===== src/rtl/counter_updown_mod.sv =====
// Up/down modulo counter: programmable terminal value, wrap or saturate, clamped load,
// enable prescaler and a registered wrap pulse that can enable a downstream counter.
module counter_updown_mod #(
  parameter int unsigned W   = 4,
  parameter int unsigned MAX = 2**W-1,
  parameter int unsigned DIV = 1
) (
  input  logic         clk,
  input  logic         reset_n,
  input  logic         clear,
  input  logic         load,
  input  logic [W-1:0] d,
  input  logic         enable,
  input  logic         up,
  input  logic         sat,
  output logic [W-1:0] q,
  output logic         at_max,
  output logic         at_zero,
  output logic         wrap
);

  localparam int unsigned PW = (DIV > 1) ? $clog2(DIV) : 1;
  localparam logic [W-1:0]  MAX_V    = W'(MAX);
  localparam logic [PW-1:0] PRE_LAST = PW'(DIV - 1);

  logic [W-1:0]  cnt_q, cnt_d;
  logic [PW-1:0] pre_q, pre_d;
  logic          wrap_q, wrap_d;

  // Next-state selection: clear, then load, then prescaled step, else hold.
  always_comb begin
    cnt_d  = cnt_q;
    pre_d  = pre_q;
    wrap_d = 1'b0;
    if (clear) begin
      cnt_d = {W{1'b0}};
      pre_d = {PW{1'b0}};
    end else if (load) begin
      cnt_d = (d > MAX_V) ? MAX_V : d;
      pre_d = {PW{1'b0}};
    end else if (enable) begin
      if (pre_q == PRE_LAST) begin
        pre_d = {PW{1'b0}};
        // Ends of range are handled explicitly so no 2**W overflow is ever relied on.
        if (up) begin
          if (cnt_q != MAX_V) begin
            cnt_d = cnt_q + W'(1);
          end else if (sat) begin
            cnt_d = MAX_V;
          end else begin
            cnt_d  = {W{1'b0}};
            wrap_d = 1'b1;
          end
        end else begin
          if (cnt_q != {W{1'b0}}) begin
            cnt_d = cnt_q - W'(1);
          end else if (sat) begin
            cnt_d = {W{1'b0}};
          end else begin
            cnt_d  = MAX_V;
            wrap_d = 1'b1;
          end
        end
      end else begin
        pre_d = pre_q + PW'(1);
      end
    end else begin
      pre_d = pre_q;
    end
  end

  // State registers with asynchronous reset.
  always_ff @(posedge clk or negedge reset_n) begin
    if (!reset_n) begin
      cnt_q  <= {W{1'b0}};
      pre_q  <= {PW{1'b0}};
      wrap_q <= 1'b0;
    end else begin
      cnt_q  <= cnt_d;
      pre_q  <= pre_d;
      wrap_q <= wrap_d;
    end
  end

  assign q       = cnt_q;
  assign wrap    = wrap_q;
  assign at_max  = (cnt_q == MAX_V);
  assign at_zero = (cnt_q == {W{1'b0}});

endmodule

===== config.mk =====
export PLATFORM = sky130hd
export DESIGN_NAME = counter_updown_mod
export DESIGN_NICKNAME = d
export VERILOG_FILES = /design/src/rtl/counter_updown_mod.sv
export SDC_FILE = /design/constraint.sdc
export NUM_CORES = 1
export LEC_CHECK = 0
export BUFFER_PORTS_ARGS = -buffer_cell sky130_fd_sc_hd__clkbuf_2
export CAP_MARGIN = 15
export CORE_AREA = 2 2 39 41
export DETAILED_ROUTE_END_ITERATION = 16
export DIE_AREA = 0 0 41 43
export GPL_TIMING_DRIVEN = 1
export PLACE_DENSITY = 0.75
export SETUP_SLACK_MARGIN = 0.3
export SKIP_CTS_REPAIR_TIMING = 1
export SLEW_MARGIN = 30
export SYNTH_ARGS = -nofsm -noshare
export SYNTH_HDL_FRONTEND = slang
export SYNTH_SLANG_ARGS = --single-unit

===== constraint.sdc =====
create_clock -name clk -period 2.05 [get_ports clk]
set_clock_uncertainty 0.15 [all_clocks]
set_input_delay 0.205 -clock clk [delete_from_list [all_inputs] [get_ports clk]]
set_output_delay 0.205 -clock clk [all_outputs]
set_load 0.05 [all_outputs]

== Yosys cells after proc, flatten, opt, wreduce, memory -nomap -nowiden ==
Cells that the tools add are included.
Cells by class
  multiplexer cells: 22
  reduce and logical (&&, ||, !) cells: 4
  equality and inequality tests: 3
  magnitude comparators: 1
  add/subtract/negate cells: 3
Operators with widths (count)
  $mux W4: 10
  $mux W1: 12
  $add A4 B1 Y4 const B: 1
  $eq A4 B4 Y1 const B: 1
  $gt A4 B4 Y1 const B: 1
  $logic_not A4 Y1: 1
  $ne A4 B4 Y1 const B: 1
  $reduce_bool A4 Y1: 1
  $sub A4 B1 Y4 const B: 1
  $ne A3 B3 Y1 const B: 1
  $reduce_bool A3 Y1: 1
  $reduce_and A2 Y1: 1
  $add A1 B1 Y1 const B: 1
Storage, ports and cells
  input port bits: 11
  output and inout bits: 7
  register bits after elaboration: 6
  word-level logic and storage cells: 36

== Logic depth before layout (Yosys ltp) ==
Gate-level depths: netlist of run 1.
  depth in word-level cells: 7
  mapped depth: 7
  depth with buffers taken out: 6

== Worst setup path after synthesis of run 1 ==
Ideal clock, no wire load.
  path kind: reg2reg
  start point: register cnt_q[0] (netlist: q[0])
  end point: register cnt_q[1] (netlist: q[1])
  buffers on the path: 1
  arrival: 2201 ps
  period minus slack after synthesis: 2486 ps
  path slack: -436 ps
  library setup time: 134 ps
  cell stages (with the launch flop): 8
  required time: 1766 ps
  cell sequence: dfrtp_1 -> buf_6 -> inv_1 -> ha_1 -> nor3b_2 -> mux2i_1 -> o2111ai_1 -> o211ai_1
Between the ends
  longest elaborated chain between the ends: 7
  elaborated cells between the ends (all ways): 11
  classes of those cells: add/sub (2); eq/ne (1); mux (7); reduce/logical (1)
RTL lines
  start: declaration: RTL line 26  | logic [W-1:0] cnt_q, cnt_d;
  start signal: assignment: RTL line 75  | cnt_q <= {W{1'b0}};
  start signal: assignment: RTL line 79  | cnt_q <= cnt_d;
  $sub A4 B1 Y4, or another cell as far along: RTL line 56  | cnt_d = cnt_q - W'(1);
  $mux W4, on equally long branches: RTL line 55, 46
  $mux W4 (*): RTL line 45  | if (up) begin
  $mux W4 (*): RTL line 42  | if (pre_q == PRE_LAST) begin
  $mux W4 (*): RTL line 41  | end else if (enable) begin
  $mux W4 (*): RTL line 38  | end else if (load) begin
  $mux W4 (*): RTL line 35  | if (clear) begin
Mark *: on every way between the ends. The rest lies on a longest branch, timed or not. The select of a mux whose other input is x is not followed.
A chain may end at the register's enable or synchronous reset.

== Worst setup path in the final report of run 1 ==
  start point: register cnt_q[0] (netlist: q[0])
  end point: register cnt_q[3] (netlist: q[3])
The elaborated chain is that of the path after synthesis.

==> results of run 1 <==
==> final timing paths <==
path                                       start          endpoint  slack, ns
min in group asynchronous                reset_n  q[2]$_DFFE_PN0P_       0.16
worst max register to register  q[0]$_DFFE_PN0P_  q[3]$_DFFE_PN0P_       0.18
worst min-delay path                        d[0]  q[0]$_DFFE_PN0P_       0.05
max in group asynchronous                reset_n  q[0]$_DFFE_PN0P_       1.44
worst min register to register  q[2]$_DFFE_PN0P_    wrap$_DFF_PN0_       0.55
worst max-delay path            q[0]$_DFFE_PN0P_  q[3]$_DFFE_PN0P_       0.18
==> metal layers <==
layer	vias up	track usage (%)	wire [µm]	part of all wire [%]
met3	0	4.71	107	6.6
met4	0	2.00	0	0
met2	23	26.3	856	53
met1	287	27.0	647	40
li1	287	-	-	-
met5	-	0	0	0
==> power by group through the flow <==
stage          logic [mW]  clock network, mW  registers, mW
2_1_floorplan       0.105                  0          0.139
3_3_place_gp        0.157                  0          0.121
3_5_place_dp        0.160                  0          0.121
4_1_cts             0.160              0.118          0.120
5_1_grt             0.201              0.126          0.122
6_report            0.187              0.116          0.121
==> synth_stat cells (2+ instances only) <==
cell type	n	share of area, %
ha_1	2	4.7
o21ai_0	4	3.7
a21oi_1	5	4.7
nand2_1	3	2.1
nand3b_1	2	2.8
clkbuf_2	2	1.9
o211ai_1	2	2.8
clkbuf_8	2	5.1
o2111ai_1	2	3.3
nor3_1	2	1.9
nand4_1	2	2.3
dfrtp_1	5	23
nor2_1	3	2.1
inv_1	6	4.2
==> area by class of cell <==
type	count	area share [%]
multi-input combinational	46	51.0
tap	16	2.69
inverter	6	3.37
clock buffer	4	3.54
timing repair buffer	26	22.1
sequential	5	17.3
==> stage by stage <==
stage	setup TNS [ns]	hold slack (ns)	std cells	area, µm²	utilization, %
floorplan	-0.0590	-0.241	63	567	-
global placement	0	-0.126	93	641	46.3
detailed placement	0	-0.127	93	641	46.3
CTS	0	-0.390	97	667	48.2
global route	0	0.0534	103	743	53.7
finish	0	0.0455	103	743	53.7
==> worst reg2reg max path, stage by stage (launching register included) <==
cell       delay, ns
dfrtp_2         0.46
ha_4            0.22
a21oi_2         0.11
a211oi_1        0.06
o311a_1         0.39
a2111oi_2       0.36
==> state kept, by name, indices dropped and copies added, names as in the netlist <==
name,cells
q,4
wrap,1
==> placed cells by master (no fill, tap or decap), types with 2 or more instances in the layout <==
cell type  Yosys  layout
nor2_1         3       3
clkbuf_4       0       4
inv_1          6       4
o2111ai_1      2       2
nand2_1        3       3
o21ai_0        4       3
nand3b_1       2       2
o21ai_1        1       2
dfrtp_1        5       2
a221oi_2       1       2
ha_4           0       2
clkbuf_2       2      15
buf_4          0       8
nor3_1         2       2
o211ai_1       2       2
a21oi_1        5       5
nand4_1        2       2
dfrtp_2        0       3
==> cell families after synthesis <==
family / share of synthesized area (%)
AO/OA/AOI/OAI: 33.3
adder cells (fa/ha/maj): 4.65
buffers and inverters: 14.2
flip-flops: 23.3
multiplexers: 1.86
AND/OR/NAND/NOR: 22.8
==> results.md, run 1 <==
* Hold Crit Depth at 3
* Die extent in y at 43 µm
* Synthesis Warnings at 0
* Crit path buffers/inverters at 0
* Post-synth top flop: dfrtp_1
* Worst EP required at 2.02 ns
* Final period utilization at 91.4%
* Asr flop ratio synth at 100%
* Footprint of the multi-input gates at 379 µm²
* Critical Path AT at 1.84 ns
* Io pins at 18
* Root Driver: clkbuf_4
* Final Hold Vio Count at 0
* Via count at 597
* CP Max Fanout at 8
* Clock sink total at 5
* Fin crit period at 1.87 ns
* Total GRT Usage at 18.0%
* Area Growth Syn to Fin at 38.1%
* First-pass GRT wire length at 2210 µm
* Routed Antenna Nets at 0
* NetSw at 0.165 mW
* Pre-antenna DRT Iters at 4
* Unrepaired setup endpoints after global routing: true
* Int Pwr at 0.259 mW
* Cells after Synth at 63
* Grt total ovfl at 0
* Pwr dens at 570 mW/mm²
* Post-synthesis instance area at 538 µm²
* Core Box Area at 0.00138 mm²
* TritonCTS buffer count at 3
* Hpwl dp at 995 µm
* Largest net degree at the start of global routing at 13
* ANT cells at 0
* Worst-Margin Slew at 0.341 ns
* Die ar. at 0.00176 mm²
* # port buffers at 17
* GP Congestion at 0.792
* Routed vias/inst at 5.80
* Fmax at 533 MHz
* Drt total wl at 1610 µm
* Sw frac at 38.9%
* Die width at 41 µm
* Delay of the slowest critical-path stage at 0.46 ns
* Average cell area after synthesis at 8.54 µm²
* Setup violators final at 0
* Worst vdd ir at 0.000541 V
* Mapped Nets at 76
* Share of total power in combinational logic at 44.1%
* Rel. slew slack at 77.2%
* Clock Tree Buf Depth at 2
* Vias in the first global route at 488
* Cell family with most CP delay: compound AO/OA/AOI/OAI gates
* Critical path capture point type: register
* Clk_lat worst skew at 0.25 ns
* Hold WC Path Type: in2reg
* Wire per inst at 15.7 µm
* FF/Latch Area at 129 µm²
* Starting Density at 38.9%
* Placement Setup Slack at 0.0756 ns
* Reg clk slew, reported paths at 0.05 ns
* FP Rows at 14
* Fillcell total at 127
* Fin nets at 101
* Setup ws final at 0.175 ns
* Sequential share of power at 28.5%
* CTS tree: built
* Slowest stage cell, crit path: dfrtp_2
* Startpoint Class: register
* #FFs+latches synth at 5
* CP cell instances: ha_4 -> a21oi_2 -> a211oi_1 -> o311a_1 -> a2111oi_2
* # DRC at 0
* Final Max Tran Viols at 0
* Initial DRC count at 13
* Critical path depth in cells at 5
* Worst Reg-to-Reg Cells at 5
* H-Tree Depth at 1
* Setup CP Type: reg2reg
* Synth unique cells at 35
* Number of antenna violations at the first check in global routing at 0
* Post-synth EDFFs at 0
* Share of post-route cells with drive strength above 1 at 48.3%
* Clock power frac at 27.4%
* Max_cap viols at 0
* LEAKAGE at 0.325 nW
* Seq/Total Area, Yosys at 23.3%
* Status: completed
* Total power at 0.424 mW
(Power assumes the default switching activity.)
==> run 2, diff against run 1 <==
--- a/config.mk
+++ b/config.mk
@@ -5,7 +5,7 @@
 export SDC_FILE = /design/constraint.sdc
 export NUM_CORES = 1
 export LEC_CHECK = 0
-export BUFFER_PORTS_ARGS = -buffer_cell sky130_fd_sc_hd__clkbuf_2
+export BUFFER_PORTS_ARGS = -buffer_cell sky130_fd_sc_hd__buf_2
 export CAP_MARGIN = 15
 export CORE_AREA = 2 2 39 41
 export DETAILED_ROUTE_END_ITERATION = 16
==> run 2 against run 1 <==
First-iteration DRC count grew 54%. Highest routed layer is now met4. Clock power is essentially flat. Worst setup slack lost 0.017 ns. Combinational power fell by 5%. Critical endpoint unchanged. Largest power group unchanged. Fmax fell by 0.89%.
==> results.md, run 2 (synthesis results as in run 1) <==
* Reg-to-Reg Start: q[0]$_DFFE_PN0P_
* Highest Signal Layer: met4
* Met2 wire length at 729 µm (-15%)
* Wire per inst at 14.3 µm (-8.7%)
* Worst EP required at 2.03 ns (about the same)
* ANT cells at 0 (unchanged)
* Most common cell after layout, fill and taps aside: buf_2
* Unrepaired setup endpoints after global routing: true
* Pre-antenna DRT Iters at 4 (unchanged)
* Critical Path AT at 1.87 ns (+0.03 ns)
* Die extent in y at 43 µm (unchanged)
* LEAKAGE at 0.316 nW (-2.6%)
* Final Hold Vio Count at 0 (unchanged)
* Metal-1 WL at 608 µm (-6.0%)
* Initial DRC count at 20 (+7)
* Worst vdd ir at 0.000479 V (-12%)
* # port buffers at 17 (unchanged)
* Worst Reg-to-Reg Cells at 5 (unchanged)
* Setup CP Type: reg2reg
* Routed vias/inst at 5.79 (about the same)
* Io pins at 18 (unchanged)
* Die width at 41 µm (unchanged)
* Clock sink total at 5 (unchanged)
* Rel. slew slack at 79.0% (+1.7 points)
* GP Congestion at 0.785 (-0.96%)
* Area post-placement at 641 µm² (unchanged)
* # DRC at 0 (unchanged)
* Most frequent cells in the layout: buf_2, buf_4, a21oi_1
* Grt total ovfl at 0 (unchanged)
* Share of post-route cells with drive strength above 1 at 45.9% (-2.4 points)
* Setup crit end: q[3]$_DFFE_PN0P_
* Routed Antenna Nets at 0 (unchanged)
* Startpoint Class: register
* Fin cells at 101 (-1.9%)
* Max_cap viols at 0 (unchanged)
* Worst-Margin Slew at 0.315 ns (-0.0260 ns)
* Total GRT Usage at 19.1% (+1.1 points)
* TritonCTS buffer count at 3 (unchanged)
* Vias in the first global route at 494 (+1.2%)
* Reg clk slew, reported paths at 0.05 ns (about the same)
* Number of antenna violations at the first check in global routing at 0 (unchanged)
* Hpwl dp at 1020 µm (+2.6%)
* Status: completed
* Final Max Tran Viols at 0 (unchanged)
* Area Growth Syn to Fin at 35.1%
* FP Rows at 14 (unchanged)
* First-pass GRT wire length at 2220 µm (+0.59%)
* H-Tree Depth at 1 (unchanged)
* Final period utilization at 92.3% (+0.83 points)
* Hold WC Path Type: in2reg
* Post-route cell area at 727 µm² (-2.2%)
* Root Driver: clkbuf_4
* Inst Count DP at 93 (unchanged)
* Core Box Area at 0.00138 mm² (unchanged)
* Met3 wire len at 70 µm (-35%)
* Critical path origin: q[0]$_DFFE_PN0P_
* Setup violators final at 0 (unchanged)
* Via count at 585 (-2.0%)
* Largest register FFs at 4 (unchanged)
* Critical path capture point type: register
* Fmax at 529 MHz (-0.89%)
* Fin crit period at 1.89 ns (+0.0169 ns)
* Drt total wl at 1440 µm (-10%)
* Reg2Reg Setup Slack at 0.16 ns (-0.02 ns)
* WHS at 0.0559 ns (+0.0104 ns)
* Fin nets at 99 (-2.0%)
* Die ar. at 0.00176 mm² (unchanged)
* Pwr dens at 569 mW/mm² (-0.30%)
* Starting Density at 38.9% (unchanged)
* Clk_lat worst skew at 0.25 ns (about the same)
* Reg-to-reg endpoint: q[3]$_DFFE_PN0P_
* CTS tree: built
* CP Max Fanout at 7 (-1)
* Largest net degree at the start of global routing at 13 (unchanged)
* Clock Tree Buf Depth at 2 (unchanged)
[run 2: cell count changes in the layout (fill, tap and decap cells not counted), sizes merged]
cell    change
clkbuf     -15
buf        +13
[run 2: worst min-delay path by stage]
stage	from	endpoint	slack, ns	cells after the start
after floorplan	reset_n	q[0]$_DFFE_PN0P_	-0.24	0
after global placement	reset_n	wrap$_DFF_PN0_	-0.13	1
after detailed placement	reset_n	wrap$_DFF_PN0_	-0.13	1
after CTS	reset_n	q[2]$_DFFE_PN0P_	-0.40	1
after global routing	clear	q[3]$_DFFE_PN0P_	0.05	2
final	clear	q[2]$_DFFE_PN0P_	0.06	2
[run 2: final cells by class]
class / instances / area, µm²
fillers: 138 / 657
clock buffers: 4 / 26.3
inverters: 6 / 25.0
repair buffers: 24 / 149
well taps: 16 / 20.0
multi-input cells: 46 / 379
flip-flops and latches: 5 / 128
[run 2: metrics by stage]
step,util (%),TNS (ns),setup WS (ns),power [mW]
after CTS,48.2,0,0.0752,0.400
after global placement,46.3,0,0.166,0.278
after global routing,52.5,0,0.0872,0.444
after detailed placement,46.3,0,0.0754,0.281
after floorplan,-,-0.0590,-0.0590,0.245
final,52.5,0,0.158,0.413
[run 2: worst max-delay path, stage by stage, from the launching register on]
cell and delay (ns):
dfrtp_2 0.46, ha_4 0.21, a21oi_2 0.11, a211oi_1 0.07
o311a_1 0.38, a2111oi_2 0.40
[run 2: metal layers]
metal  global-route usage [%]  up-vias
met5                        0        -
met4                     8.00        0
met3                     6.28        6
met2                     29.1       21
met1                     23.6      276
li1                         -      282
[run 2: where the power goes]
| group | leakage, nW | total (mW) | switching (mW) | internal, mW |
|---|---|---|---|---|
| clock network | 0.0150 | 0.115 | 0.0416 | 0.0736 |
| logic | 0.238 | 0.178 | 0.104 | 0.0738 |
| registers | 0.0631 | 0.120 | 0.0135 | 0.106 |
| total | 0.316 | 0.413 | 0.159 | 0.254 |
